File: src/rtl/data_unpack_stream.sv
// data_unpack_stream: splits a stream of IN_W-bit words into contiguous
// OUT_W-bit packets, LSB-first, across word boundaries.
// Ready/valid on both sides, frame termination via in_last, synchronous flush.
// Optional feature macro: DATA_UNPACK_PAD_EN (emit a zero-padded residual
// packet at frame end instead of discarding the residual bits).
module data_unpack_stream #(
    parameter int IN_W   = 32,
    parameter int OUT_W  = 7,
    parameter int FILL_W = $clog2(IN_W + OUT_W)
) (
    input  logic             clk,
    input  logic             rst,
    input  logic             flush,
    input  logic [IN_W-1:0]  in_data,
    input  logic             in_valid,
    input  logic             in_last,
    output logic             in_ready,
    output logic [OUT_W-1:0] out_data,
    output logic             out_valid,
    output logic             out_last,
    input  logic             out_ready,
    output logic             resid_drop
);

    localparam int BUF_W = IN_W + OUT_W - 1;

`ifdef DATA_UNPACK_PAD_EN
    localparam bit PAD_EN = 1'b1;
`else
    localparam bit PAD_EN = 1'b0;
`endif

    localparam logic [FILL_W-1:0] OUT_STEP = FILL_W'(OUT_W);
    localparam logic [FILL_W-1:0] IN_STEP  = FILL_W'(IN_W);

    typedef enum logic {
        RUN,
        DRAIN
    } state_t;

    state_t            state;
    logic [BUF_W-1:0]  buf_q;
    logic [FILL_W-1:0] fill;

    logic              full;
    logic              below_two;
    logic              has_resid;
    logic              in_fire;
    logic              out_fire;
    logic [FILL_W-1:0] wr_pos;
    logic [BUF_W-1:0]  buf_next;
    logic [FILL_W-1:0] fill_next;

    // Occupancy decode and handshake outputs, all derived from registers
    // except in_ready, which also looks at out_ready.
    always_comb begin
        full      = int'(fill) >= OUT_W;
        below_two = int'(fill) < 2 * OUT_W;
        has_resid = (fill != '0) && !full;

        out_data  = buf_q[OUT_W-1:0];
        out_valid = 1'b0;
        out_last  = 1'b0;
        resid_drop = 1'b0;
        in_ready  = 1'b0;

        if (state == RUN) begin
            out_valid = full;
            in_ready  = !rst && (!full || (out_ready && below_two));
        end else begin
            if (full) begin
                out_valid = 1'b1;
                out_last  = PAD_EN ? (fill == OUT_STEP) : below_two;
            end else if (PAD_EN && has_resid) begin
                out_valid = 1'b1;
                out_last  = 1'b1;
            end
            resid_drop = !PAD_EN && has_resid;
        end

        in_fire  = in_valid && in_ready;
        out_fire = out_valid && out_ready;
    end

    // Next buffer contents: pop OUT_W bits and/or append the incoming word
    // just above the bits that remain after the pop.
    always_comb begin
        wr_pos    = out_fire ? (fill - OUT_STEP) : fill;
        buf_next  = out_fire ? (buf_q >> OUT_W) : buf_q;
        fill_next = out_fire ? (fill - OUT_STEP) : fill;
        if (in_fire) begin
            buf_next  = buf_next | (BUF_W'(in_data) << wr_pos);
            fill_next = fill_next + IN_STEP;
        end
    end

    // Frame FSM with buffer and fill counter; flush overrides every handshake.
    always_ff @(posedge clk or posedge rst) begin
        if (rst) begin
            state <= RUN;
            buf_q <= '0;
            fill  <= '0;
        end else if (flush) begin
            state <= RUN;
            buf_q <= '0;
            fill  <= '0;
        end else begin
            case (state)
                RUN: begin
                    buf_q <= buf_next;
                    fill  <= fill_next;
                    if (in_fire && in_last) begin
                        state <= DRAIN;
                    end
                end
                DRAIN: begin
                    // Padded build leaves on the residual packet's handshake
                    // (or at once when empty); plain build drops the residual
                    // as soon as less than a full packet remains.
                    if (PAD_EN ? ((fill == '0) || (has_resid && out_fire)) : !full) begin
                        state <= RUN;
                        buf_q <= '0;
                        fill  <= '0;
                    end else begin
                        buf_q <= buf_next;
                        fill  <= fill_next;
                    end
                end
                default: begin
                    state <= RUN;
                    buf_q <= '0;
                    fill  <= '0;
                end
            endcase
        end
    end

endmodule

File: config.mk
export PLATFORM = sky130hd
export DESIGN_NAME = data_unpack_stream
export DESIGN_NICKNAME = d
export VERILOG_FILES = /design/src/rtl/data_unpack_stream.sv
export SDC_FILE = /design/constraint.sdc
export NUM_CORES = 1
export LEC_CHECK = 0
export ABC_AREA = 1
export CAP_MARGIN = 20
export CORE_MARGIN = 10
export CORE_UTILIZATION = 60
export CTS_CLUSTER_DIAMETER = 40
export CTS_CLUSTER_SIZE = 24
export DETAILED_ROUTE_END_ITERATION = 8
export GPL_ROUTABILITY_DRIVEN = 0
export PLACE_DENSITY = 0.94
export SYNTH_ARGS = -nofsm -noshare
export SYNTH_HDL_FRONTEND = slang
export SYNTH_SLANG_ARGS = --single-unit
File: constraint.sdc
create_clock -name clk -period 5.89 [get_ports clk]
set_input_delay 0.589 -clock clk [delete_from_list [all_inputs] [get_ports clk]]
set_output_delay 0.589 -clock clk [all_outputs]
set_load 0.03 [all_outputs]
# Yosys cells after proc, flatten, opt, wreduce, memory -nomap -nowiden
# Index checks and enable logic that the tools add are counted.
dict set report totals {
  input_bits 38
  reg_bits 45
  word_cells 39
}
dict set report op_classes {
  n_bitwise 2
  shift 1
  mux 19
  order_cmp 2
  n_reduce_logical 10
  addsub 2
}
# operator n
set ops {}
lappend ops {{38-bit 2-to-1 mux} 4}
lappend ops {{38-bit case mux with 2 select lines} 1}
lappend ops {{38-bit bitwise OR} 1}
lappend ops {{32-bit by 6-bit left shift with 38-bit output} 1}
lappend ops {{6-bit 2-to-1 mux} 4}
lappend ops {{6-bit case mux with 2 select lines} 1}
lappend ops {{1-bit 2-to-1 mux} 8}
lappend ops {{6-bit adder, second input constant} 1}
lappend ops {{6-bit by 3-bit >= comparator with 1-bit output, second input constant} 1}
lappend ops {{1-bit logical AND} 6}
lappend ops {{6-bit by 4-bit < comparator with 1-bit output, second input constant} 1}
lappend ops {{6-bit nonzero test} 1}
lappend ops {{6-bit by 3-bit subtractor with 6-bit output, second input constant} 1}
lappend ops {{1-bit zero test} 2}
lappend ops {{1-bit case mux with 2 select lines} 1}
lappend ops {{1-bit logical OR} 1}
lappend ops {{1-bit NOT} 1}

# Longest topological paths before layout
# Gate-level depths: netlist of the first run.
dict set report logic_depth {
  depth_word 11
  depth_mapped 18
  ltp_nobuf 17
}

# Worst setup path after synthesis of the first run
# Ideal clock, no wire load.
dict set report synth_path {
  path_kind {flip-flop to flip-flop}
  from {register fill[0]}
  to {register buf_q[14]}
  setup_slack_ps 3378
  path_stages_with_launch 12
  required_time_ps 5808
  setup_ps 82
  arrival_ps 2430
  cell_sequence {dfrtp_1 > ha_1 > a21oi_4 > nand2_4 > o21ai_0 > nand2_1 > nor2_1 > nand2_1 > nor2_4 > buf_4 > o211ai_1 > a31oi_1}
}
dict set report synth_via {
  elab_chain_len 11
  word_cells_on_any_way 20
  classes_between {add/sub: 1; order compare: 2; shift: 1; mux: 9; bitwise: 1; reduce/logical: 6}
}
# element line
set synth_rtl {}
lappend synth_rtl {{from (decl)} 43} ;# logic [FILL_W-1:0] fill;
lappend synth_rtl {{from (signal assigned)} 111} ;# fill <= fill_next;
lappend synth_rtl {{from (signal assigned)} 126} ;# fill <= fill_next;
lappend synth_rtl {{6-bit by 3-bit >= comparator with 1-bit output *} 57} ;# full = int'(fill) >= OUT_W;
lappend synth_rtl {{1-bit 2-to-1 mux} 71} ;# if (full) begin
lappend synth_rtl {{1-bit 2-to-1 mux *} 67} ;# if (state == RUN) begin
lappend synth_rtl {{named net out_valid} 19} ;# output logic out_valid,
lappend synth_rtl {{1-bit logical AND *} 82} ;# out_fire = out_valid && out_ready;
lappend synth_rtl {{6-bit 2-to-1 mux} 88} ;# wr_pos = out_fire ? (fill - OUT_STEP) : fill;
lappend synth_rtl {{32-bit by 6-bit left shift with 38-bit output} 92} ;# buf_next = buf_next | (BUF_W'(in_data) << wr_pos);
lappend synth_rtl {{38-bit bitwise OR} 92}
lappend synth_rtl {{38-bit 2-to-1 mux *} 91} ;# if (in_fire) begin
lappend synth_rtl {{38-bit 2-to-1 mux} 120} ;# if (PAD_EN ? ((fill == '0) || (has_resid && out_fire)) : !full) begin
lappend synth_rtl {{38-bit case mux with 2 select lines *} 108} ;# case (state)
lappend synth_rtl {{38-bit 2-to-1 mux *} 103} ;# end else if (flush) begin
lappend synth_rtl {{to (signal assigned)} 110} ;# buf_q <= buf_next;
lappend synth_rtl {{to (signal assigned)} 125} ;# buf_q <= buf_next;
lappend synth_rtl {{to (decl)} 42} ;# logic [BUF_W-1:0] buf_q;
# Mark *: on every way through the listed nets, which the timed path passes. The rest lies on a longest branch.

# Worst setup path after layout of the first run
dict set report layout_path {
  from {register fill[0]}
  to {register buf_q[33]}
}
dict set report layout_via {
  elab_chain_len 11
  word_cells_on_any_way 20
  classes_between {add/sub: 1; order compare: 2; shift: 1; mux: 9; bitwise: 1; reduce/logical: 6}
}
# element line
set layout_rtl {}
lappend layout_rtl {{6-bit by 3-bit >= comparator with 1-bit output} 57}
lappend layout_rtl {{1-bit 2-to-1 mux} 71}
lappend layout_rtl {{1-bit 2-to-1 mux} 67}
lappend layout_rtl {{1-bit logical AND} 82}
lappend layout_rtl {{6-bit 2-to-1 mux} 88}
lappend layout_rtl {{32-bit by 6-bit left shift with 38-bit output} 92}
lappend layout_rtl {{38-bit bitwise OR} 92}
lappend layout_rtl {{38-bit 2-to-1 mux} 91}
lappend layout_rtl {{38-bit 2-to-1 mux} 120}
lappend layout_rtl {{38-bit case mux with 2 select lines *} 108}
lappend layout_rtl {{38-bit 2-to-1 mux *} 103}
# Every way passes the cells marked *; elsewhere a longest branch is shown, timed or not.

==> results.sh, run 1 <==
export IMPL_status="complete, no violations"
export IMPL_synth_area_um2=4120
export IMPL_setup_viol=0
export IMPL_clock_root_buffer="clkbuf_8"
export IMPL_routed_via_density=6.43
export IMPL_cts_buffer_depth=2
export IMPL_seq_area_frac_synth_pct=27.3
export IMPL_synth_nets=693
export IMPL_critPathLaunchType="flip-flop"
export IMPL_met1_length_um=4680
export IMPL_clock_latency_ns=0.31
export IMPL_cts_tree="built"
export IMPL_whs_path_depth=2
export IMPL_num_antenna_cells=0
export IMPL_cts_resized=0
export IMPL_routed_wirelength_um=12500
export IMPL_cp_common_cell="nand2_1"
export IMPL_path_delay_family="simple AND/OR/NAND/NOR gates"
export IMPL_grt_overflow_total=0
export IMPL_dp_hpwl_um=9050
export IMPL_first_iter_violations=738
export IMPL_fmax_mhz=268
export IMPL_fin_crit_sh_pct=63.3
export IMPL_maxSlewViolCount=0
export IMPL_ys_seq_elements=45
export IMPL_max_cap_violations=0
export IMPL_tns_ns=0
export IMPL_vias=4803
export IMPL_tightestPinTransition_ns=1.02
export IMPL_final_nets=706
export IMPL_grt_use_total_pct=24.1
export IMPL_critical_path_class="flip-flop to flip-flop"
export IMPL_yosysWarnings=0
export IMPL_clk_pin_slew_worst_paths_ns=0.08
export IMPL_ff2ff_path_depth=14
export IMPL_ios=49
export IMPL_slew_headroom_pct=31.8
export IMPL_cts_setup_buffers=0
export IMPL_path_max_fanout=52
export IMPL_grt_pass1_vias=4448
export IMPL_num_rows=30
export IMPL_coreArea_um2=6720
export IMPL_path_cells="ha_1, a21oi_4, nand2_4, nand2_8, nand2_2, nand2_1, nand2_1, o21ai_1, nand2_1, nor2_1, nand4_1, nand2_1, nand2_1, a21oi_2"
export IMPL_path_depth=14
export IMPL_grt_pass1_wl_um=20700
export IMPL_n_fill_cell=587
export IMPL_postCtsHoldBufs=0
export IMPL_antenna_found_initial=0
export IMPL_io_buffers=48
export IMPL_netlist_instances=653
export IMPL_cpMaxStageDelayCell="nand2_1"
export IMPL_cts_buffers=5
export IMPL_cp_end_kind="flip-flop"
export IMPL_dr_pass1_iters=6
export IMPL_die_w_um=103
export IMPL_finalCriticalPeriod_ns=3.73
export IMPL_drive_gt1_share_pct=6.45
export IMPL_start_util_pct=61.3
export IMPL_drc=0
export IMPL_wl_per_cell_um=16.7
export IMPL_die_y_um=103
export IMPL_yosysUniqueCellTypes=37
export IMPL_wl_met3_um=1200
export IMPL_dieArea_um2=10600
export IMPL_wl_met2_um=5900
export IMPL_htreeDepth=2
export IMPL_min_delay_path_class="flip-flop to flip-flop"
export IMPL_crit_required_ns=6.13
export IMPL_detail_route_antenna_nets=0
export IMPL_top_layer="met4"
export IMPL_grt_max_degree=53
export IMPL_syn_to_final_growth_pct=9.91
export IMPL_rsz0062_at_grt="false"
export IMPL_cp_slowest_stage_delay_ns=0.79
export IMPL_fin_worst_skew_ns=0.00747
export IMPL_cts_sinks=45
export IMPL_hold_violations=0
export IMPL_path_buf_inv=0
export IMPL_critPathArrivalTime_ns=3.97
export IMPL_postSynthAreaPerCell_um2=6.31
==> sequential cells by signal, indices dropped and copies added (netlist names) <==
register and flops:
fill 6, state 1, buf_q 38
==> layout make-up <==
type | count | area [um^2] | area share (%)
Clock buffer | 8 | 80.1 | 1.77
Multi-Input combinational cell | 511 | 2520 | 55.6
Timing Repair Buffer | 52 | 510 | 11.3
Inverter | 51 | 191 | 4.23
Tap cell | 80 | 100 | 2.21
Sequential cell | 45 | 1130 | 24.9
==> tightest hold or removal path: stages, from the launching register on <==
cell and delay (ns):
dfrtp_1 0.38, nand2_1 0.06, a21oi_1 0.06
==> synth_stat cells (all sizes together) <==
library cell  instances  share of area (%)
clkbuf               11                1.0
a221oi                2               0.43
o31ai                 2               0.36
a31oi                20                3.0
a31o                  2               0.43
o211ai                4               0.73
dfrtp                45                 27
mux2i                 7                1.7
o21ai                13                1.9
nor2                 34                3.4
nand4                 3               0.46
ha                    2               0.61
buf                  35                5.9
or2                   1               0.15
nor3                  3               0.36
a21oi                30                4.2
xnor2                 2               0.43
nand3               164                 21
nand2               219                 21
inv                  51                4.6
o21a                  2               0.36
and2                  1               0.15
==> worst paths after layout <==
kind,slack (ns),end,from
min in group asynchronous,0.77,buf_q[8],rst
max in group asynchronous,4.74,buf_q[28],rst
hold / removal,0.54,buf_q[35],buf_q[35]
setup reg to reg,2.16,buf_q[33],fill[0]
hold reg to reg,0.54,buf_q[35],buf_q[35]
setup / recovery,2.16,buf_q[33],fill[0]
==> layer usage <==
layer  vias up  global-route usage, %
met3        80                   3.69
li1       2191                      -
met1      2187                   28.9
met4         0                   13.8
met2       345                   40.3
met5         -                      0
==> per-stage QoR <==
| step | setup WS (ns) | std cells | hold slack (ns) | util, % | cell area, um^2 |
|---|---|---|---|---|---|
| CTS | 2.29 | 747 | 0.545 | 67.4 | 4530 |
| finish | 2.16 | 747 | 0.542 | 67.4 | 4530 |
| floorplan | 3.38 | 653 | 0.499 | - | 4120 |
| global route | 1.83 | 747 | 0.565 | 67.4 | 4530 |
| detailed placement | 2.09 | 739 | 0.531 | 66.2 | 4450 |
| global placement | 2.23 | 739 | 0.526 | 66.2 | 4450 |
==> cells by family (layout without fill, tap and decap cells) <==
group                      count (synthesis)  count (layout)  share of synthesized area [%]
muxes                                      7               7                           1.70
AOI/OAI and AO/OA                         75              75                           11.4
adders and majority gates                  2               2                          0.608
DFF                                       45              45                           27.3
xor gates and xnor gates                   2               2                          0.425
and+or+nand+nor                          425             425                           47.0
buffers and inverters                     97             111                           11.5
==> cells in the final DEF (no fill, tap or decap), drive strengths merged <==
master,instances
o21ai,13
nand2,219
xnor2,2
clkdlybuf4s50,48
clkbuf,8
nor3,3
nand3,164
and2,1
buf,4
dfrtp,45
a31o,2
nor2,34
o211ai,4
ha,2
o21a,2
o31ai,2
a21oi,30
nand4,3
a221oi,2
mux2i,7
a31oi,20
or2,1
inv,51
Power of run 1 is not shown: default switching activity piles up to over one toggle a cycle in this logic, so the estimate is an artifact.
==> run 2, diff against run 1 <==
--- a/config.mk
+++ b/config.mk
@@ -8,12 +8,12 @@
 export ABC_AREA = 1
 export CAP_MARGIN = 20
 export CORE_MARGIN = 10
-export CORE_UTILIZATION = 60
+export CORE_UTILIZATION = 52
 export CTS_CLUSTER_DIAMETER = 40
 export CTS_CLUSTER_SIZE = 24
 export DETAILED_ROUTE_END_ITERATION = 8
 export GPL_ROUTABILITY_DRIVEN = 0
-export PLACE_DENSITY = 0.94
+export PLACE_DENSITY = 0.87
 export SYNTH_ARGS = -nofsm -noshare
 export SYNTH_HDL_FRONTEND = slang
 export SYNTH_SLANG_ARGS = --single-unit
==> constraint.sdc (replaced) <==
create_clock -name clk -period 3.2 [get_ports clk]
set_input_delay 0.32 -clock clk [delete_from_list [all_inputs] [get_ports clk]]
set_output_delay 0.32 -clock clk [all_outputs]
set_load 0.03 [all_outputs]
==> run 2 against run 1 <==
Critical path depth increased by 1. Cell count is 4.0% higher. Non-clock buffer count rose by 8. Maximum frequency grew 26%. Routed wire length down 0.47%. Sequential cell count is the same. Die area grew 12%. Final area is 3.5% higher. Clock skew fell by 0.0030 ns. Setup slack got worse by 1.9 ns. Hold slack lost 0.036 ns. Utilization shrank 6.8 points. Critical path type unchanged. Critical endpoint unchanged. Largest cell class unchanged.
==> results.sh, run 2 (same netlist as run 1, synthesis figures left out) <==
export IMPL_multi_input_area_um2=2520
export IMPL_grt_max_degree=46
export IMPL_drive_gt1_share_pct=8.00
export IMPL_final_nets=714
export IMPL_fmax_mhz=337
export IMPL_status="complete, no violations"
export IMPL_p_sw_mw=3.48
export IMPL_comb_power_share_pct=77.2
export IMPL_rsz0062_at_grt="false"
export IMPL_num_rows=32
export IMPL_ir_drop_mv=0.469
export IMPL_tightestPinTransition_ns=0.564
export IMPL_final_common_cell="nand2_1"
export IMPL_met1_length_um=4960
export IMPL_n_fill_cell=730
export IMPL_io_buffers=48
export IMPL_num_antenna_cells=0
export IMPL_finalCriticalPeriod_ns=2.97
export IMPL_p_sw_share_pct=58.0
export IMPL_path_delay_family="simple AND/OR/NAND/NOR gates"
export IMPL_path_buf_inv=1
export IMPL_syn_to_final_growth_pct=13.7
export IMPL_tns_ns=0
export IMPL_die_y_um=109
export IMPL_critical_path_class="flip-flop to flip-flop"
export IMPL_start_util_pct=53.3
export IMPL_clock_latency_ns=0.29
export IMPL_cp_common_cell="nand2_1"
export IMPL_cp_end_kind="flip-flop"
export IMPL_dp_hpwl_um=9130
export IMPL_drc=0
export IMPL_hold_violations=0
export IMPL_postCtsHoldBufs=0
export IMPL_critPathArrivalTime_ns=3.19
export IMPL_cts_tree="built"
export IMPL_critPathLaunchType="flip-flop"
export IMPL_fin_crit_sh_pct=92.7
export IMPL_vias=4659
export IMPL_cts_resized=0
export IMPL_largest_register_ffs=38
export IMPL_cts_sinks=45
export IMPL_die_w_um=109
export IMPL_cpMaxStageDelayCell="dfrtp_1"
export IMPL_setup_viol=0
export IMPL_wl_met3_um=988
export IMPL_wl_met2_um=5970
export IMPL_slew_headroom_pct=62.4
export IMPL_cts_buffers=5
export IMPL_cts_buffer_depth=2
export IMPL_maxSlewViolCount=0
export IMPL_min_delay_path_class="input port to async pin"
export IMPL_dieArea_um2=11900
export IMPL_cts_setup_buffers=0
export IMPL_internal_power_mw=2.52
export IMPL_clk_pin_slew_worst_paths_ns=0.08
export IMPL_grt_pass1_vias=4514
export IMPL_path_cells="ha_1, a21oi_4, nand2_4, nand2_8, nand2_2, nand2_1, buf_6, nand2_1, o21ai_1, nand2_1, nor2_1, nand4_1, nand2_1, nand2_1, a21oi_2"
export IMPL_clock_root_buffer="clkbuf_8"
export IMPL_grt_pass1_wl_um=21000
export IMPL_seqPwrFrac_pct=15.3
export IMPL_p_per_area_nw_per_um2=1280
export IMPL_leakage_nw=2.25
export IMPL_ios=49
export IMPL_grt_use_total_pct=21.3
export IMPL_detail_route_antenna_nets=0
export IMPL_setup_slack_ns=0.234
export IMPL_regMostFlops="buf_q"
export IMPL_routed_wirelength_um=12400
export IMPL_final_cell_mix="nand2_1, nand3_1, clkdlybuf4s50_1"
export IMPL_wl_per_cell_um=16.0
export IMPL_fin_worst_skew_ns=0.00444
export IMPL_path_max_fanout=30
export IMPL_coreArea_um2=7730
export IMPL_crit_required_ns=3.43
export IMPL_top_layer="met4"
export IMPL_biggestRegsByFlops="buf_q (38), fill (6), state (1)"
export IMPL_dr_pass1_iters=6
export IMPL_clockPowerShare_pct=7.4
export IMPL_first_iter_violations=503
export IMPL_grt_overflow_total=0
export IMPL_htreeDepth=2
export IMPL_preCtsSetupSlack_ns=0.292
export IMPL_routed_via_density=6.00
export IMPL_reg2reg_slack_ns=0.23
export IMPL_max_cap_violations=0
export IMPL_antenna_found_initial=0
export IMPL_seq_area_um2=1130
export IMPL_cp_slowest_stage_delay_ns=0.47
run 2: cell types whose count changed in the layout (fill, tap and decap cells not counted), sizes merged:
cell / delta
buf: +8
bufinv: +1
clkbuf: -2
clkinvlp: +1
run 2: per-stage QoR:
step | hold slack [ns] | cell area, um^2 | util (%) | cells | power (mW)
after floorplan | 0.386 | 4120 | - | 653 | 4.45
after global placement | 0.515 | 4560 | 59.0 | 769 | 5.30
after detailed placement | 0.534 | 4560 | 59.0 | 769 | 5.39
after CTS | 0.523 | 4680 | 60.5 | 777 | 5.86
after global routing | 0.554 | 4680 | 60.6 | 777 | 6.54
final | 0.506 | 4680 | 60.6 | 777 | 5.99
run 2: worst register-to-register path, delay by kind of cell, from the launching register on:
family          cells  cell delay, ns
compound gates      3            0.48
fa+ha+maj           1            0.30
buf+inv             1            0.24
flops               1            0.47
simple gates       10            1.41
run 2: final cells by class:
class                   instances  area share (%)
multi-input cells             511            53.8
flip-flops and latches         45            24.1
repair buffers                 60            12.8
inverters                      51            4.09
well taps                     102            2.73
clock buffers                   6            1.76
clock inverters                 2           0.802
run 2: final timing paths:
kind,start,to,depth (start not counted)
max,fill[0],buf_q[33],15
min,rst,fill[4],3
max reg2reg,fill[0],buf_q[33],15
min reg2reg,buf_q[33],buf_q[33],2
max in group asynchronous,rst,buf_q[29],3
min in group clk,buf_q[33],buf_q[33],2
run 2: per-layer routing:
metal / vias up / track usage [%]
met1: 2136 / 25.4
li1: 2207 / -
met5: - / 0
met3: 55 / 3.01
met4: 0 / 9.70
met2: 261 / 37.0
run 2: power by group through the flow:
stage / Combinational, mW / Sequential [mW] / Clock [mW]
after CTS: 4.49 / 0.916 / 0.454
after floorplan: 3.57 / 0.883 / 0
final: 4.63 / 0.919 / 0.445
after global placement: 4.38 / 0.914 / 0
after detailed placement: 4.46 / 0.925 / 0
after global routing: 5.12 / 0.944 / 0.477
No activity file was read; power rests on OpenSTA's default activity.
